===== config.mk =====
export PLATFORM = sky130hd
export DESIGN_NAME = multicycle_control_fsm
export DESIGN_NICKNAME = d
export VERILOG_FILES = /design/src/rtl/multicycle_control_fsm.sv
export SDC_FILE = /design/constraint.sdc
export NUM_CORES = 1
export LEC_CHECK = 0
export BUFFER_PORTS_ARGS = -buffer_cell sky130_fd_sc_hd__buf_4
export CELL_PAD_IN_SITES_DETAIL_PLACEMENT = 1
export CELL_PAD_IN_SITES_GLOBAL_PLACEMENT = 1
export CORE_UTILIZATION = 33
export CTS_CLUSTER_DIAMETER = 60
export DETAILED_ROUTE_END_ITERATION = 10
export PLACE_DENSITY = 0.83
export SYNTH_ARGS = -nofsm -noshare
export SYNTH_HDL_FRONTEND = slang
export SYNTH_SLANG_ARGS = --single-unit

===== constraint.sdc =====
create_clock -name clk -period 3.9 [get_ports clk]
set_clock_uncertainty 0.2 [all_clocks]
set_input_delay 0.585 -clock clk [delete_from_list [all_inputs] [get_ports clk]]
set_output_delay 0.585 -clock clk [all_outputs]
set_load 0.005 [all_outputs]

===== src/rtl/multicycle_control_fsm.sv =====
// rtl/multicycle_control_fsm.sv - multicycle MIPS control sequencer (Moore FSM + ALU decoder)
//
// Sequences fetch / decode / address-execute / memory / writeback for one
// instruction at a time. It drives the datapath mux selects and write enables
// for a shared memory and a shared ALU.
//
// Optional feature macro: MULTICYCLE_CTRL_PERF_EN (adds instr_retired counter).
//
// Ports:
//   clk, rst_n           clock, synchronous active-low reset
//   opcode, funct        instruction fields from the instruction register
//   mem_ready            memory finished the current access this cycle
//   mem_req, iord        memory request and address select (0=PC, 1=ALUOut)
//   memwrite, irwrite    memory write strobe, instruction register load
//   regdst, memtoreg     register file destination / writeback data selects
//   regwrite             register file write
//   alusrca, alusrcb     ALU operand selects
//   pcsrc, pcwrite       PC source select, unconditional PC load
//   branch               PC load qualified by zero flag in the datapath
//   alucontrol           3-bit ALU operation
//   illegal_op           one-cycle pulse in DECODE for an undecoded opcode
//   instr_retired        retired-instruction count (macro only)
//   state                current state (debug)
module multicycle_control_fsm #(
    parameter int STATE_W = 4,
    parameter int CNT_W   = 32
) (
    input  logic               clk,
    input  logic               rst_n,
    input  logic [5:0]         opcode,
    input  logic [5:0]         funct,
    input  logic               mem_ready,
    output logic               mem_req,
    output logic               iord,
    output logic               memwrite,
    output logic               irwrite,
    output logic               regdst,
    output logic               memtoreg,
    output logic               regwrite,
    output logic               alusrca,
    output logic [1:0]         alusrcb,
    output logic [1:0]         pcsrc,
    output logic               pcwrite,
    output logic               branch,
    output logic [2:0]         alucontrol,
    output logic               illegal_op,
`ifdef MULTICYCLE_CTRL_PERF_EN
    output logic [CNT_W-1:0]   instr_retired,
`endif
    output logic [STATE_W-1:0] state
);

    localparam logic [STATE_W-1:0] S_FETCH    = STATE_W'(0);
    localparam logic [STATE_W-1:0] S_DECODE   = STATE_W'(1);
    localparam logic [STATE_W-1:0] S_MEMADR   = STATE_W'(2);
    localparam logic [STATE_W-1:0] S_MEMREAD  = STATE_W'(3);
    localparam logic [STATE_W-1:0] S_MEMWB    = STATE_W'(4);
    localparam logic [STATE_W-1:0] S_MEMWRITE = STATE_W'(5);
    localparam logic [STATE_W-1:0] S_EXECUTE  = STATE_W'(6);
    localparam logic [STATE_W-1:0] S_ALUWB    = STATE_W'(7);
    localparam logic [STATE_W-1:0] S_BRANCH   = STATE_W'(8);
    localparam logic [STATE_W-1:0] S_ADDIEX   = STATE_W'(9);
    localparam logic [STATE_W-1:0] S_ADDIWB   = STATE_W'(10);
    localparam logic [STATE_W-1:0] S_JUMP     = STATE_W'(11);

    localparam logic [5:0] OP_RTYPE = 6'b000000;
    localparam logic [5:0] OP_LW    = 6'b100011;
    localparam logic [5:0] OP_SW    = 6'b101011;
    localparam logic [5:0] OP_BEQ   = 6'b000100;
    localparam logic [5:0] OP_ADDI  = 6'b001000;
    localparam logic [5:0] OP_J     = 6'b000010;

    logic [STATE_W-1:0] state_q, state_d;
    logic               is_sw_q;
    logic [1:0]         aluop;

    // State register. The lw/sw distinction is captured in DECODE so that the
    // opcode is not looked at again in MEMADR.
    always_ff @(posedge clk) begin
        if (!rst_n) begin
            state_q <= S_FETCH;
            is_sw_q <= 1'b0;
        end else begin
            state_q <= state_d;
            if (state_q == S_DECODE) begin
                is_sw_q <= (opcode == OP_SW);
            end
        end
    end

    // Next-state logic
    always_comb begin
        state_d = S_FETCH;
        case (state_q)
            S_FETCH:    state_d = mem_ready ? S_DECODE : S_FETCH;
            S_DECODE: begin
                case (opcode)
                    OP_LW, OP_SW: state_d = S_MEMADR;
                    OP_RTYPE:     state_d = S_EXECUTE;
                    OP_BEQ:       state_d = S_BRANCH;
                    OP_ADDI:      state_d = S_ADDIEX;
                    OP_J:         state_d = S_JUMP;
                    default:      state_d = S_FETCH;
                endcase
            end
            S_MEMADR:   state_d = is_sw_q ? S_MEMWRITE : S_MEMREAD;
            S_MEMREAD:  state_d = mem_ready ? S_MEMWB : S_MEMREAD;
            S_MEMWRITE: state_d = mem_ready ? S_FETCH : S_MEMWRITE;
            S_EXECUTE:  state_d = S_ALUWB;
            S_ADDIEX:   state_d = S_ADDIWB;
            default:    state_d = S_FETCH;
        endcase
    end

    // Output logic (Moore, except FETCH enables which follow mem_ready)
    always_comb begin
        mem_req    = 1'b0;
        iord       = 1'b0;
        memwrite   = 1'b0;
        irwrite    = 1'b0;
        regdst     = 1'b0;
        memtoreg   = 1'b0;
        regwrite   = 1'b0;
        alusrca    = 1'b0;
        alusrcb    = 2'b00;
        pcsrc      = 2'b00;
        pcwrite    = 1'b0;
        branch     = 1'b0;
        illegal_op = 1'b0;
        aluop      = 2'b00;
        case (state_q)
            S_FETCH: begin
                mem_req = 1'b1;
                alusrcb = 2'b01;
                irwrite = mem_ready;
                pcwrite = mem_ready;
            end
            S_DECODE: begin
                alusrcb = 2'b11;
                case (opcode)
                    OP_LW, OP_SW, OP_RTYPE, OP_BEQ, OP_ADDI, OP_J: illegal_op = 1'b0;
                    default:                                      illegal_op = 1'b1;
                endcase
            end
            S_MEMADR: begin
                alusrca = 1'b1;
                alusrcb = 2'b10;
            end
            S_MEMREAD: begin
                mem_req = 1'b1;
                iord    = 1'b1;
            end
            S_MEMWB: begin
                memtoreg = 1'b1;
                regwrite = 1'b1;
            end
            S_MEMWRITE: begin
                mem_req  = 1'b1;
                iord     = 1'b1;
                memwrite = 1'b1;
            end
            S_EXECUTE: begin
                alusrca = 1'b1;
                aluop   = 2'b10;
            end
            S_ALUWB: begin
                regdst   = 1'b1;
                regwrite = 1'b1;
            end
            S_BRANCH: begin
                alusrca = 1'b1;
                aluop   = 2'b01;
                pcsrc   = 2'b01;
                branch  = 1'b1;
            end
            S_ADDIEX: begin
                alusrca = 1'b1;
                alusrcb = 2'b10;
            end
            S_ADDIWB: regwrite = 1'b1;
            S_JUMP: begin
                pcsrc   = 2'b10;
                pcwrite = 1'b1;
            end
            default: ;
        endcase
        // Held reset suppresses every side effect so an abandoned instruction
        // cannot write anything in the cycle before the reset edge lands.
        if (!rst_n) begin
            mem_req    = 1'b0;
            memwrite   = 1'b0;
            irwrite    = 1'b0;
            regwrite   = 1'b0;
            pcwrite    = 1'b0;
            branch     = 1'b0;
            illegal_op = 1'b0;
        end
    end

    // ALU decoder
    always_comb begin
        alucontrol = 3'b010;
        case (aluop)
            2'b01: alucontrol = 3'b100;
            2'b10: begin
                case (funct)
                    6'b100100: alucontrol = 3'b000;
                    6'b100101: alucontrol = 3'b001;
                    6'b100000: alucontrol = 3'b010;
                    6'b100010: alucontrol = 3'b100;
                    6'b101010: alucontrol = 3'b110;
                    6'b011100: alucontrol = 3'b101;
                    default:   alucontrol = 3'b111;
                endcase
            end
            default: alucontrol = 3'b010;
        endcase
    end

`ifdef MULTICYCLE_CTRL_PERF_EN
    logic [CNT_W-1:0] retired_q, retired_d;
    logic             retire;

    // Completed instructions only; the illegal-opcode DECODE->FETCH return is excluded.
    always_comb begin
        case (state_q)
            S_MEMWB, S_ALUWB, S_BRANCH, S_ADDIWB, S_JUMP: retire = 1'b1;
            S_MEMWRITE:                                   retire = mem_ready;
            default:                                      retire = 1'b0;
        endcase
        retired_d = retire ? retired_q + CNT_W'(1) : retired_q;
    end

    always_ff @(posedge clk) begin
        if (!rst_n) begin
            retired_q <= '0;
        end else begin
            retired_q <= retired_d;
        end
    end

    assign instr_retired = retired_q;
`endif

    assign state = state_q;

endmodule


After elaboration in Yosys (flattened, before gate mapping)
Cells that the tools add are included.
{ "word_totals": {"regBits": 5, "elab_cells": 65, "out_inout_bits": 22, "input_bits": 15} }
{ "op_classes": {"n_reduce_logical": 9, "eq_ne": 24, "muxes": 30} }
{ "op_table": {"columns": ["op", "n"], "rows": [
  ["equality test 6 bit, second input constant", 7],
  ["case mux 4 bit (7 select lines)", 1],
  ["case mux 4 bit (5 select lines)", 1],
  ["2-to-1 mux 1 bit", 19],
  ["case mux 3 bit (6 select lines)", 1],
  ["equality test 4 x 3 -> 1 bit, second input constant", 4],
  ["equality test 4 bit, second input constant", 4],
  ["2-to-1 mux 3 bit", 3],
  ["equality test 4 x 2 -> 1 bit, second input constant", 2],
  ["case mux 2 bit (2 select lines)", 2],
  ["equality test 6 x 2 -> 1 bit, second input constant", 1],
  ["equality test 6 x 3 -> 1 bit, second input constant", 1],
  ["equality test 6 x 4 -> 1 bit, second input constant", 1],
  ["equality test 6 x 5 -> 1 bit, second input constant", 1],
  ["logical NOT 6 bit", 1],
  ["case mux 2 bit (3 select lines)", 1],
  ["case mux 3 bit (2 select lines)", 1],
  ["OR reduction 2 bit", 3],
  ["OR reduction 3 bit", 2],
  ["OR reduction 6 bit", 1],
  ["equality test 4 x 1 -> 1 bit, second input constant", 1],
  ["logical NOT 4 bit", 1],
  ["OR reduction 4 bit", 1],
  ["equality test 2 x 1 -> 1 bit, second input constant", 1],
  ["other kinds (2)", 2]
]} }

Logic depth before layout (Yosys ltp)
Gate-level depths: netlist of the first run.
{ "logic_depth": {"ltp_word": 5, "ltp_mapped": 7, "ltp_nobuf": 6} }

Least setup slack after synthesis of the first run
Ideal clock, no wire load.
{ "synth_path": {"kind": "register to output", "startpoint": "reg state_q[2] (netlist: state[2])", "endpoint": "out alucontrol[0]", "path_buffers": 1, "stages_incl_launch_ff": 6, "t_arrival_ns": 1.509, "path_slack_ns": 1.606, "required_time_ns": 3.115, "cell_sequence": "dfxtp_1 -> buf_2 -> nand2b_1 -> or3_4 -> ha_1 -> nor3b_1"} }
{ "synth_between": {"elab_chain_cells": 4, "word_cells_on_any_way": 6, "classes_between": "eq/ne (4); mux (2)"} }
{ "synth_lines": {"columns": ["item", "line", "rtl"], "rows": [
  ["start: declaration", "73", "logic [STATE_W-1:0] state_q, state_d;"],
  ["start signal: assignment", "84", "state_q <= state_d;"],
  ["equality test 4 bit or equality test 4 x 3 -> 1 bit (tied branches)", "131", "case (state_q)"],
  ["case mux 2 bit (2 select lines) *", "131", null],
  ["equality test 2 bit or equality test 2 x 1 -> 1 bit (tied branches)", "203", "case (aluop)"],
  ["case mux 3 bit (2 select lines) *", "203", null],
  ["end: declaration", "45", "output logic [2:0] alucontrol,"]
]} }
Every way passes the cells marked *; elsewhere a longest branch is shown, timed or not.

Worst setup path in the final report of the first run
{ "layout_path": {"startpoint": "reg state_q[3] (netlist: state[3])", "endpoint": "out alucontrol[0]"} }
Same word-level chain as after synthesis.

==> flow_metrics.py, run 1 <==
metrics = {
    "synthesis": {
        "synth_area_um2": 766,
        "ys_ff_latch": 5,
        "synth_area_per_cell_um2": 6.96,
        "synth_cells": 110,
        "yosys-top-cells-count": "nor2_1, nor3_1, a21oi_1, nand3_1, nand2b_1",
        "synthFlopType": "dfxtp_1",
        "synth_top_cell_by_area": "dfxtp_1",
        "synth.most_common_cell": "nor2_1",
        "async_flop_share_pct": 0,
        "synth_area_leaders": "dfxtp_1, nor3_1, nor2_1, nand2b_1, a21oi_1",
        "synth_top_area_share_pct": 13.1,
        "synthDistinctLibCells": 46,
        "ys_warn_count": 0,
        "synth_edf_count": 0,
        "synth_fp_nets": 127,
        "ys_seq_area_share_pct": 13.1,
    },
    "timing": {
        "fmax_mhz": 343,
        "fin_hold_ws_ns": 0.298,
        "worst_pin_slew_ns": 0.587,
        "period_minus_slack_ns": 2.91,
        "relSlewSlack_pct": 60.8,
        "final.setup.tns_ns": 0,
        "hold_viol_final": 0,
        "setup_viol": 0,
        "fin_crit_sh_pct": 74.7,
        "slew_violations": 0,
        "worst_slack_ns": 0.986,
        "rsz0062_at_grt": "false",
    },
    "cts": {
        "cts_resized": 0,
        "postCtsHoldBufs": 0,
        "post_cts_buffers": 0,
        "cts_tree": "yes",
        "h-tree-depth": 1,
        "cts_made_buffers": 3,
        "clock_latency_ns": 0.24,
        "clkSinkCount": 5,
        "clk_pin_slew_ns": 0.05,
        "root_buffer": "clkbuf_4",
        "cts_buffer_depth": 2,
    },
    "finish": {
        "n_antenna_cell": 0,
        "seqCellArea_um2": 100,
        "multiInputGateArea_um2": 594,
        "n_fill_cell": 294,
        "area_delta_synth_final_pct": 36.4,
        "fin_cells": 170,
        "fin_nets": 160,
        "drive_gt1_share_pct": 33.8,
    },
    "worst_setup_path": {
        "cp.required_ns": 3.12,
        "r2r_slack_ns": 2.10,
        "path_max_fanout": 16,
        "critPathTopFamily": "simple AND/OR/NAND/NOR gates",
        "crit_arrival_ns": 2.13,
        "critPathBufInv": 1,
        "slowest_delay_ns": 0.64,
        "worst_setup_path_start_kind": "flip-flop",
        "path_cells": "nand2b_1 > or3_4 > ha_1 > nor3b_1 > buf_4",
        "crit_type": "flip-flop to output port",
        "reg2reg_to": "state[0]$_SDFF_PN0_",
        "rr_worst_depth": 4,
        "crit_slowest_cell": "dfxtp_1",
        "worst_setup_path_end_kind": "output port",
        "reg2reg_from": "state[1]$_SDFF_PN0_",
    },
    "placement": {
        "io_buffer_count": 36,
        "pre_cts_slack_ns": 1.25,
        "dp_cells": 166,
        "gp_congestion": 0.784,
        "dp_hpwl_um": 1860,
    },
    "power": {
        "powerDensity_nw_per_um2": 186,
        "report.power.total_uw": 194,
        "ir_drop_mv": 0.263,
        "cellLeakagePower_uw": 0.000440,
    },
    "routing": {
        "post_drt_via_cell_ratio": 5.34,
        "vias": 907,
        "drcViolationCount": 0,
        "postRouteAntennaNets": 0,
        "routed_wl_um": 2310,
        "wl_per_cell_um": 13.6,
        "first_pass_iters": 4,
        "drtIter0Drc": 8,
    },
    "global_route": {
        "antenna_found_initial": 0,
        "overflow": 0,
        "grt_max_degree": 20,
        "grt_pass1_wl_um": 3900,
        "grt_pass1_vias": 883,
        "track_usage_pct": 19.8,
    },
    "floorplanning": {
        "io_pins": 37,
        "start_util_pct": 35.0,
        "die_y_um": 50.2,
        "dieArea_um2": 2520,
        "core_area_um2": 2190,
        "fp.dieW_um": 50.2,
        "num_rows": 17,
    },
    "min_path": {
        "hold_class": "flip-flop to flip-flop",
        "hold_path_end": "is_sw_q$_SDFFE_PN0P_",
        "min-delay-start": "is_sw_q$_SDFFE_PN0P_",
        "min_path_cells": 2,
    },
    "outcome": {
        "outcome": "finished clean",
    },
    "run": {
        "drv_cap": 0,
    },
}
==> kinds of logic (layout without fill, tap and decap cells) <==
| group | Yosys count | in the layout | synth area share, % |
|---|---|---|---|
| compound gates | 26 | 26 | 23.0 |
| simple gates | 59 | 59 | 45.3 |
| flops | 5 | 5 | 13.1 |
| mux | 1 | 1 | 1.47 |
| buf+inv | 13 | 45 | 9.31 |
| fa+ha+maj | 2 | 2 | 3.27 |
| xor+xnor | 4 | 4 | 4.58 |
==> through the flow <==
stage,utilization (%),instance area [µm²]
finish,47.7,1040
global route,47.7,1040
CTS,47.7,1040
detailed placement,46.5,1020
global placement,46.5,1020
floorplan,-,766
==> sequential cells by signal, indices dropped and copies added, names as in the netlist <==
signal / count
state: 4
is_sw_q: 1
==> worst max path at each step <==
stage                              startpoint  cells past startpoint       endpoint  slack (ns)
after floorplan           state[2]$_SDFF_PN0_                      5  alucontrol[0]        1.61
after global placement    state[2]$_SDFF_PN0_                      6  alucontrol[0]        1.33
after detailed placement  state[3]$_SDFF_PN0_                      5  alucontrol[0]        1.25
after CTS                 state[3]$_SDFF_PN0_                      5  alucontrol[0]        0.98
after global routing      state[2]$_SDFF_PN0_                      6  alucontrol[0]        0.76
final                     state[3]$_SDFF_PN0_                      5  alucontrol[0]        0.99
==> cell usage in the layout (no fill, tap or decap), types with 2 or more instances in the layout <==
cell type,count
a21oi_1,8
nor2b_1,4
nor2_1,12
o211a_1,2
clkbuf_4,3
buf_4,36
inv_1,4
xor2_1,2
nor3_1,10
o21ai_0,3
nand2b_1,7
o211ai_1,2
dfxtp_1,5
nand3_1,8
nand2_1,3
nor3b_1,2
xnor2_1,2
ha_1,2
==> layer usage <==
layer | part of all wire [%] | wire (µm) | track usage, %
met1 | 45 | 1040 | 24.6
met2 | 52 | 1190 | 35.6
met3 | 3.3 | 76 | 3.94
met4 | 0 | 0 | 2.38
met5 | 0 | 0 | 0
==> area by class of cell <==
class                      instances  area share [%]
clock buffer                       4            2.51
multi-input combinational         92            56.9
inverter                           5            1.80
timing repair buffer              36            25.9
sequential                         5            9.58
tap                               28            3.35
==> power by group <==
group	internal, µW	switching [µW]	total (µW)
registers	53.3	8.89	62.2
logic	38.2	33.6	71.8
clock network	38.7	21.3	60.0
==> worst min-delay path, delay by kind of cell, from the launching register on <==
| kind | cells | cell delay [ns] |
|---|---|---|
| and+or+nand+nor | 1 | 0.07 |
| DFF | 1 | 0.32 |
| AOI/OAI and AO/OA | 1 | 0.05 |
Power figures use the tool's default switching activity.
==> run 2: changes to the inputs <==
--- a/config.mk
+++ b/config.mk
@@ -5,13 +5,14 @@
 export SDC_FILE = /design/constraint.sdc
 export NUM_CORES = 1
 export LEC_CHECK = 0
+export ABC_AREA = 1
 export BUFFER_PORTS_ARGS = -buffer_cell sky130_fd_sc_hd__buf_4
 export CELL_PAD_IN_SITES_DETAIL_PLACEMENT = 1
 export CELL_PAD_IN_SITES_GLOBAL_PLACEMENT = 1
-export CORE_UTILIZATION = 33
+export CORE_UTILIZATION = 27
 export CTS_CLUSTER_DIAMETER = 60
 export DETAILED_ROUTE_END_ITERATION = 10
-export PLACE_DENSITY = 0.83
+export PLACE_DENSITY = 0.77
 export SYNTH_ARGS = -nofsm -noshare
 export SYNTH_HDL_FRONTEND = slang
 export SYNTH_SLANG_ARGS = --single-unit
==> constraint.sdc (replaced) <==
create_clock -name clk -period 2.8 [get_ports clk]
set_clock_uncertainty 0.2 [all_clocks]
set_input_delay 0.42 -clock clk [delete_from_list [all_inputs] [get_ports clk]]
set_output_delay 0.42 -clock clk [all_outputs]
set_load 0.005 [all_outputs]
==> flow_metrics.py, run 2 <==
metrics = {
    "timing": {
        "fin_hold_ws_ns": 0.278,
        "final.setup.tns_ns": 0,
        "relSlewSlack_pct": 81.8,
        "rsz0062_at_grt": "false",
        "hold_viol_final": 0,
        "fmax_mhz": 386,
        "period_minus_slack_ns": 2.59,
        "setup_viol": 0,
        "fin_crit_sh_pct": 92.6,
        "worst_pin_slew_ns": 0.272,
        "slew_violations": 0,
    },
    "power": {
        "cellLeakagePower_uw": 0.000643,
        "clkPwrFrac_pct": 36.6,
        "p_seq_share_pct": 33.1,
        "powerDensity_nw_per_um2": 223,
        "report.power.total_uw": 235,
        "switching_power_uw": 74.0,
        "comb_power_share_pct": 30.3,
        "ir_drop_mv": 0.280,
        "swShare_pct": 31.5,
        "p_int_uw": 161,
    },
    "placement": {
        "gp_congestion": 0.774,
        "io_buffer_count": 36,
        "dpl-instance-area_um2": 1020,
        "dp_hpwl_um": 2180,
        "dp_cells": 210,
    },
    "worst_setup_path": {
        "path_cells": "inv_1 > nor2_2 > inv_1 > nor2_2 > inv_1 > ha_1 > nor2_1 > inv_1 > a21oi_1 > buf_4",
        "worst_setup_path_start_kind": "flip-flop",
        "crit_arrival_ns": 1.97,
        "cp.required_ns": 2.18,
        "path_max_fanout": 4,
        "crit_type": "flip-flop to output port",
        "worst_setup_path_end_kind": "output port",
        "slowest_delay_ns": 0.39,
        "r2r_slack_ns": 1.32,
        "cp_common_cell": "inv_1",
        "crit_slowest_cell": "dfxtp_1",
    },
    "floorplanning": {
        "io_pins": 37,
        "dieArea_um2": 2860,
        "start_util_pct": 28.6,
        "num_rows": 18,
        "core_area_um2": 2500,
        "fp.dieW_um": 53.5,
        "die_y_um": 53.5,
    },
    "run": {
        "drv_cap": 0,
    },
    "finish": {
        "final_common_cell": "buf_4",
        "n_fill_cell": 380,
        "n_antenna_cell": 0,
        "fin_cells": 214,
        "final_cell_mix": "buf_4, inv_1, nor2_1, nand2_1, nand3_1",
        "drive_gt1_share_pct": 26.1,
        "area_delta_synth_final_pct": 47.4,
        "fin_nets": 202,
        "final_area_um2": 1050,
        "largest_reg_flops": 4,
    },
    "routing": {
        "postRouteAntennaNets": 0,
        "vias": 1030,
        "wl_per_cell_um": 11.9,
        "routed_wl_um": 2550,
        "drtIter0Drc": 12,
        "first_pass_iters": 4,
        "drcViolationCount": 0,
        "post_drt_via_cell_ratio": 4.81,
    },
    "cts": {
        "postCtsHoldBufs": 0,
        "clkSinkCount": 5,
        "cts_resized": 0,
        "cts_tree": "yes",
        "clock_latency_ns": 0.25,
        "cts_buffer_depth": 2,
        "root_buffer": "clkbuf_4",
        "h-tree-depth": 1,
        "cts_made_buffers": 3,
        "post_cts_buffers": 0,
        "clk_pin_slew_ns": 0.05,
    },
    "min_path": {
        "hold_class": "input port to flip-flop",
    },
    "synthesis": {
        "ys_seq_area_share_pct": 14.0,
        "synth_area_leaders": "nor2_1, inv_1, nand2_1, dfxtp_1, nand3_1",
        "async_flop_share_pct": 0,
        "synthDistinctLibCells": 19,
        "synth_edf_count": 0,
        "synthFlopType": "dfxtp_1",
        "synth_top_cell_by_area": "nor2_1",
        "synth_cells": 144,
        "synth_area_per_cell_um2": 4.97,
        "synth_fp_nets": 161,
        "synth_area_um2": 716,
        "synth.most_common_cell": "nor2_1",
        "yosys-top-cells-count": "nor2_1, inv_1, nand2_1",
        "ys_warn_count": 0,
        "synth_top_area_share_pct": 17.3,
        "ys_ff_latch": 5,
    },
    "global_route": {
        "track_usage_pct": 19.6,
        "grt_pass1_wl_um": 4150,
        "antenna_found_initial": 0,
        "overflow": 0,
        "grt_max_degree": 8,
        "grt_pass1_vias": 1035,
    },
    "outcome": {
        "outcome": "finished clean",
    },
}
==> run 2: cell count changes after synthesis, moves of 4 or more <==
cell      delta
inv_1       +28
nand2_1     +26
nor2_1      +21
nor3_1       -8
nand2b_1     -7
nand3_1      +6
nand4_1      +4
nor2b_1      -4
==> run 2: power by group through the flow <==
stage          clock network, µW  registers [µW]  logic (µW)
5_1_grt                     87.9            78.1        80.9
3_5_place_dp                   0            78.8        71.3
4_1_cts                     85.4            77.6        71.6
6_report                    85.9            77.7        71.3
3_3_place_gp                   0            78.4        69.2
2_1_floorplan                  0            78.0        32.1
==> run 2: final timing paths <==
path / from / endpoint / cells after the start
worst max-delay path: state[3]$_SDFF_PN0_ / alucontrol[0] / 10
worst min-delay path: rst_n / is_sw_q$_SDFFE_PN0P_ / 3
worst max register to register: state[2]$_SDFF_PN0_ / state[0]$_SDFF_PN0_ / 6
worst min register to register: is_sw_q$_SDFFE_PN0P_ / is_sw_q$_SDFFE_PN0P_ / 2
==> run 2: area by class of cell <==
class	count	area, µm²	share of cell area [%]
clock buffer	4	26.3	2.49
inverter	34	128	12.1
multi-input combinational	105	493	46.7
sequential	5	100	9.49
tap	30	37.5	3.56
timing repair buffer	36	270	25.6
==> run 2: critical path: cells and delay by family, from the launching register on <==
| family | cells | cell delay [ns] |
|---|---|---|
| buffers and inverters | 5 | 0.46 |
| and+or+nand+nor | 3 | 0.45 |
| DFF | 1 | 0.39 |
| adders and majority gates | 1 | 0.31 |
| AOI/OAI and AO/OA | 1 | 0.11 |
==> run 2: logic make-up after synthesis <==
logic type	synth area share, %
and+or+nand+nor	53.3
buffers and inverters	17.8
AOI/OAI and AO/OA	11.4
DFF	14.0
adders and majority gates	3.50
==> run 2: per-layer routing <==
layer	GRT usage, %	wire length, µm	up-vias	share of wire (%)
li1	-	-	526	-
met1	20.2	1110	465	43
met2	40.0	1300	34	51
met3	2.59	116	5	4.5
met4	4.82	31	0	1.2
met5	0	0	-	0
==> run 2: stage by stage <==
step	utilization [%]	worst slack [ns]
after floorplan	-	0.641
after global placement	40.9	0.519
after detailed placement	40.9	0.366
after CTS	42.0	0.0999
after global routing	42.2	0.000466
final	42.2	0.207
==> run 3: changes to the inputs <==
--- a/config.mk
+++ b/config.mk
@@ -9,6 +9,7 @@
 export BUFFER_PORTS_ARGS = -buffer_cell sky130_fd_sc_hd__buf_4
 export CELL_PAD_IN_SITES_DETAIL_PLACEMENT = 1
 export CELL_PAD_IN_SITES_GLOBAL_PLACEMENT = 1
+export CORE_ASPECT_RATIO = 1.5
 export CORE_UTILIZATION = 27
 export CTS_CLUSTER_DIAMETER = 60
 export DETAILED_ROUTE_END_ITERATION = 10
==> flow_metrics.py, run 3 (synthesized netlist as in run 2, its figures left out) <==
metrics = {
    "global_route": {
        "grt_pass1_vias": 1127,
        "grt_max_degree": 8,
        "antenna_found_initial": 0,
        "overflow": 0,
        "grt_pass1_wl_um": 4410,
        "track_usage_pct": 20.2,
    },
    "power": {
        "powerDensity_nw_per_um2": 220,
        "cellLeakagePower_uw": 0.000643,
        "ir_drop_mv": 0.172,
    },
    "timing": {
        "worst_pin_slew_ns": 0.256,
        "fin_hold_ws_ns": 0.287,
        "final.setup.tns_ns": 0,
        "setup_viol": 0,
        "rsz0062_at_grt": "false",
        "hold_viol_final": 0,
        "fin_crit_sh_pct": 93.4,
        "slew_violations": 0,
        "fmax_mhz": 382,
        "relSlewSlack_pct": 82.9,
        "period_minus_slack_ns": 2.62,
    },
    "routing": {
        "first_pass_iters": 8,
        "post_drt_via_cell_ratio": 4.96,
        "drcViolationCount": 1,
        "routed_wl_um": 2620,
        "wl_per_cell_um": 12.6,
        "vias": 1032,
        "drtIter0Drc": 14,
        "postRouteAntennaNets": 0,
    },
    "floorplanning": {
        "dieArea_um2": 2860,
        "io_pins": 37,
        "fp.dieW_um": 44.0,
        "core_area_um2": 2480,
        "die_y_um": 65.1,
        "num_rows": 22,
        "start_util_pct": 28.9,
    },
    "cts": {
        "clk_pin_slew_ns": 0.04,
        "clkSinkCount": 5,
        "cts_buffer_depth": 2,
        "cts_made_buffers": 3,
        "h-tree-depth": 1,
        "cts_tree": "yes",
        "clock_latency_ns": 0.24,
        "cts_resized": 0,
        "post_cts_buffers": 0,
        "root_buffer": "clkbuf_4",
        "postCtsHoldBufs": 0,
    },
    "worst_setup_path": {
        "path_max_fanout": 4,
        "crit_type": "flip-flop to output port",
        "crit_arrival_ns": 2.00,
        "cp_common_cell": "inv_1",
        "crit_slowest_cell": "dfxtp_1",
        "rr_worst_depth": 6,
        "cp.required_ns": 2.18,
        "worst_setup_path_start_kind": "flip-flop",
        "slowest_delay_ns": 0.40,
        "path_cells": "inv_1 > nor2_2 > inv_1 > nor2_1 > inv_1 > ha_1 > nor2_1 > inv_1 > a21oi_1 > buf_4",
        "worst_setup_path_end_kind": "output port",
    },
    "finish": {
        "n_antenna_cell": 0,
        "n_fill_cell": 378,
        "drive_gt1_share_pct": 25.5,
        "area_delta_synth_final_pct": 46.0,
        "utilization_pct": 42.2,
        "final_cell_mix": "buf_4, inv_1, nor2_1, nand2_1, nand3_1",
        "fin_nets": 202,
        "largest_reg_flops": 4,
        "final_common_cell": "buf_4",
    },
    "placement": {
        "io_buffer_count": 36,
        "gp_congestion": 0.896,
        "dp_hpwl_um": 2360,
    },
    "min_path": {
        "hold_class": "input port to flip-flop",
        "min_path_cells": 3,
    },
    "outcome": {
        "outcome": "complete, but fails checks",
        "violations": "DRC",
    },
    "run": {
        "drv_cap": 0,
    },
}
[run 3: cell counts in the layout (fill, tap and decap cells not counted)]
No cell type changed its count.
[run 3: critical path: cells and delay by family, from the launching register on]
family	cells	cell delay (ns)
and+or+nand+nor	3	0.46
buffers and inverters	5	0.46
DFF	1	0.40
adders and majority gates	1	0.32
AOI/OAI and AO/OA	1	0.12
[run 3: area by class of cell]
type	instances	area [µm²]	share of cell area (%)
Sequential cell	5	100	9.58
Clock buffer	4	26.3	2.51
Tap cell	24	30.0	2.87
Inverter	34	128	12.2
Timing Repair Buffer	36	270	25.9
Multi-Input combinational cell	105	490	46.9
[run 3: metal layers]
layer | share of wire (%) | GRT usage [%]
met1 | 35 | 16.0
met2 | 58 | 44.1
met3 | 4.4 | 1.95
met4 | 2.9 | 8.71
met5 | 0 | 0
[run 3: through the flow]
step | cell area [µm²] | total power (µW) | setup WS [ns] | std cells
detailed placement | 1020 | 151 | 0.392 | 204
global route | 1040 | 247 | 0.0467 | 208
finish | 1040 | 230 | 0.184 | 208
floorplan | 716 | 110 | 0.641 | 144
CTS | 1040 | 235 | 0.121 | 208
global placement | 1020 | 148 | 0.513 | 204
[run 3: worst paths after layout]
| kind | startpoint | slack (ns) | end |
|---|---|---|---|
| setup reg to reg | state[0]$_SDFF_PN0_ | 1.37 | state[0]$_SDFF_PN0_ |
| hold / removal | rst_n | 0.29 | state[3]$_SDFF_PN0_ |
| hold reg to reg | is_sw_q$_SDFFE_PN0P_ | 0.38 | is_sw_q$_SDFFE_PN0P_ |
| setup / recovery | state[3]$_SDFF_PN0_ | 0.18 | alucontrol[0] |
[run 3: power breakdown]
group,leakage (µW),total (µW),switching [µW],internal (µW)
registers,0.0000407,77.2,3.24,74.0
clock network,0.0000150,80.8,27.1,53.7
logic,0.000588,71.7,38.8,33.0
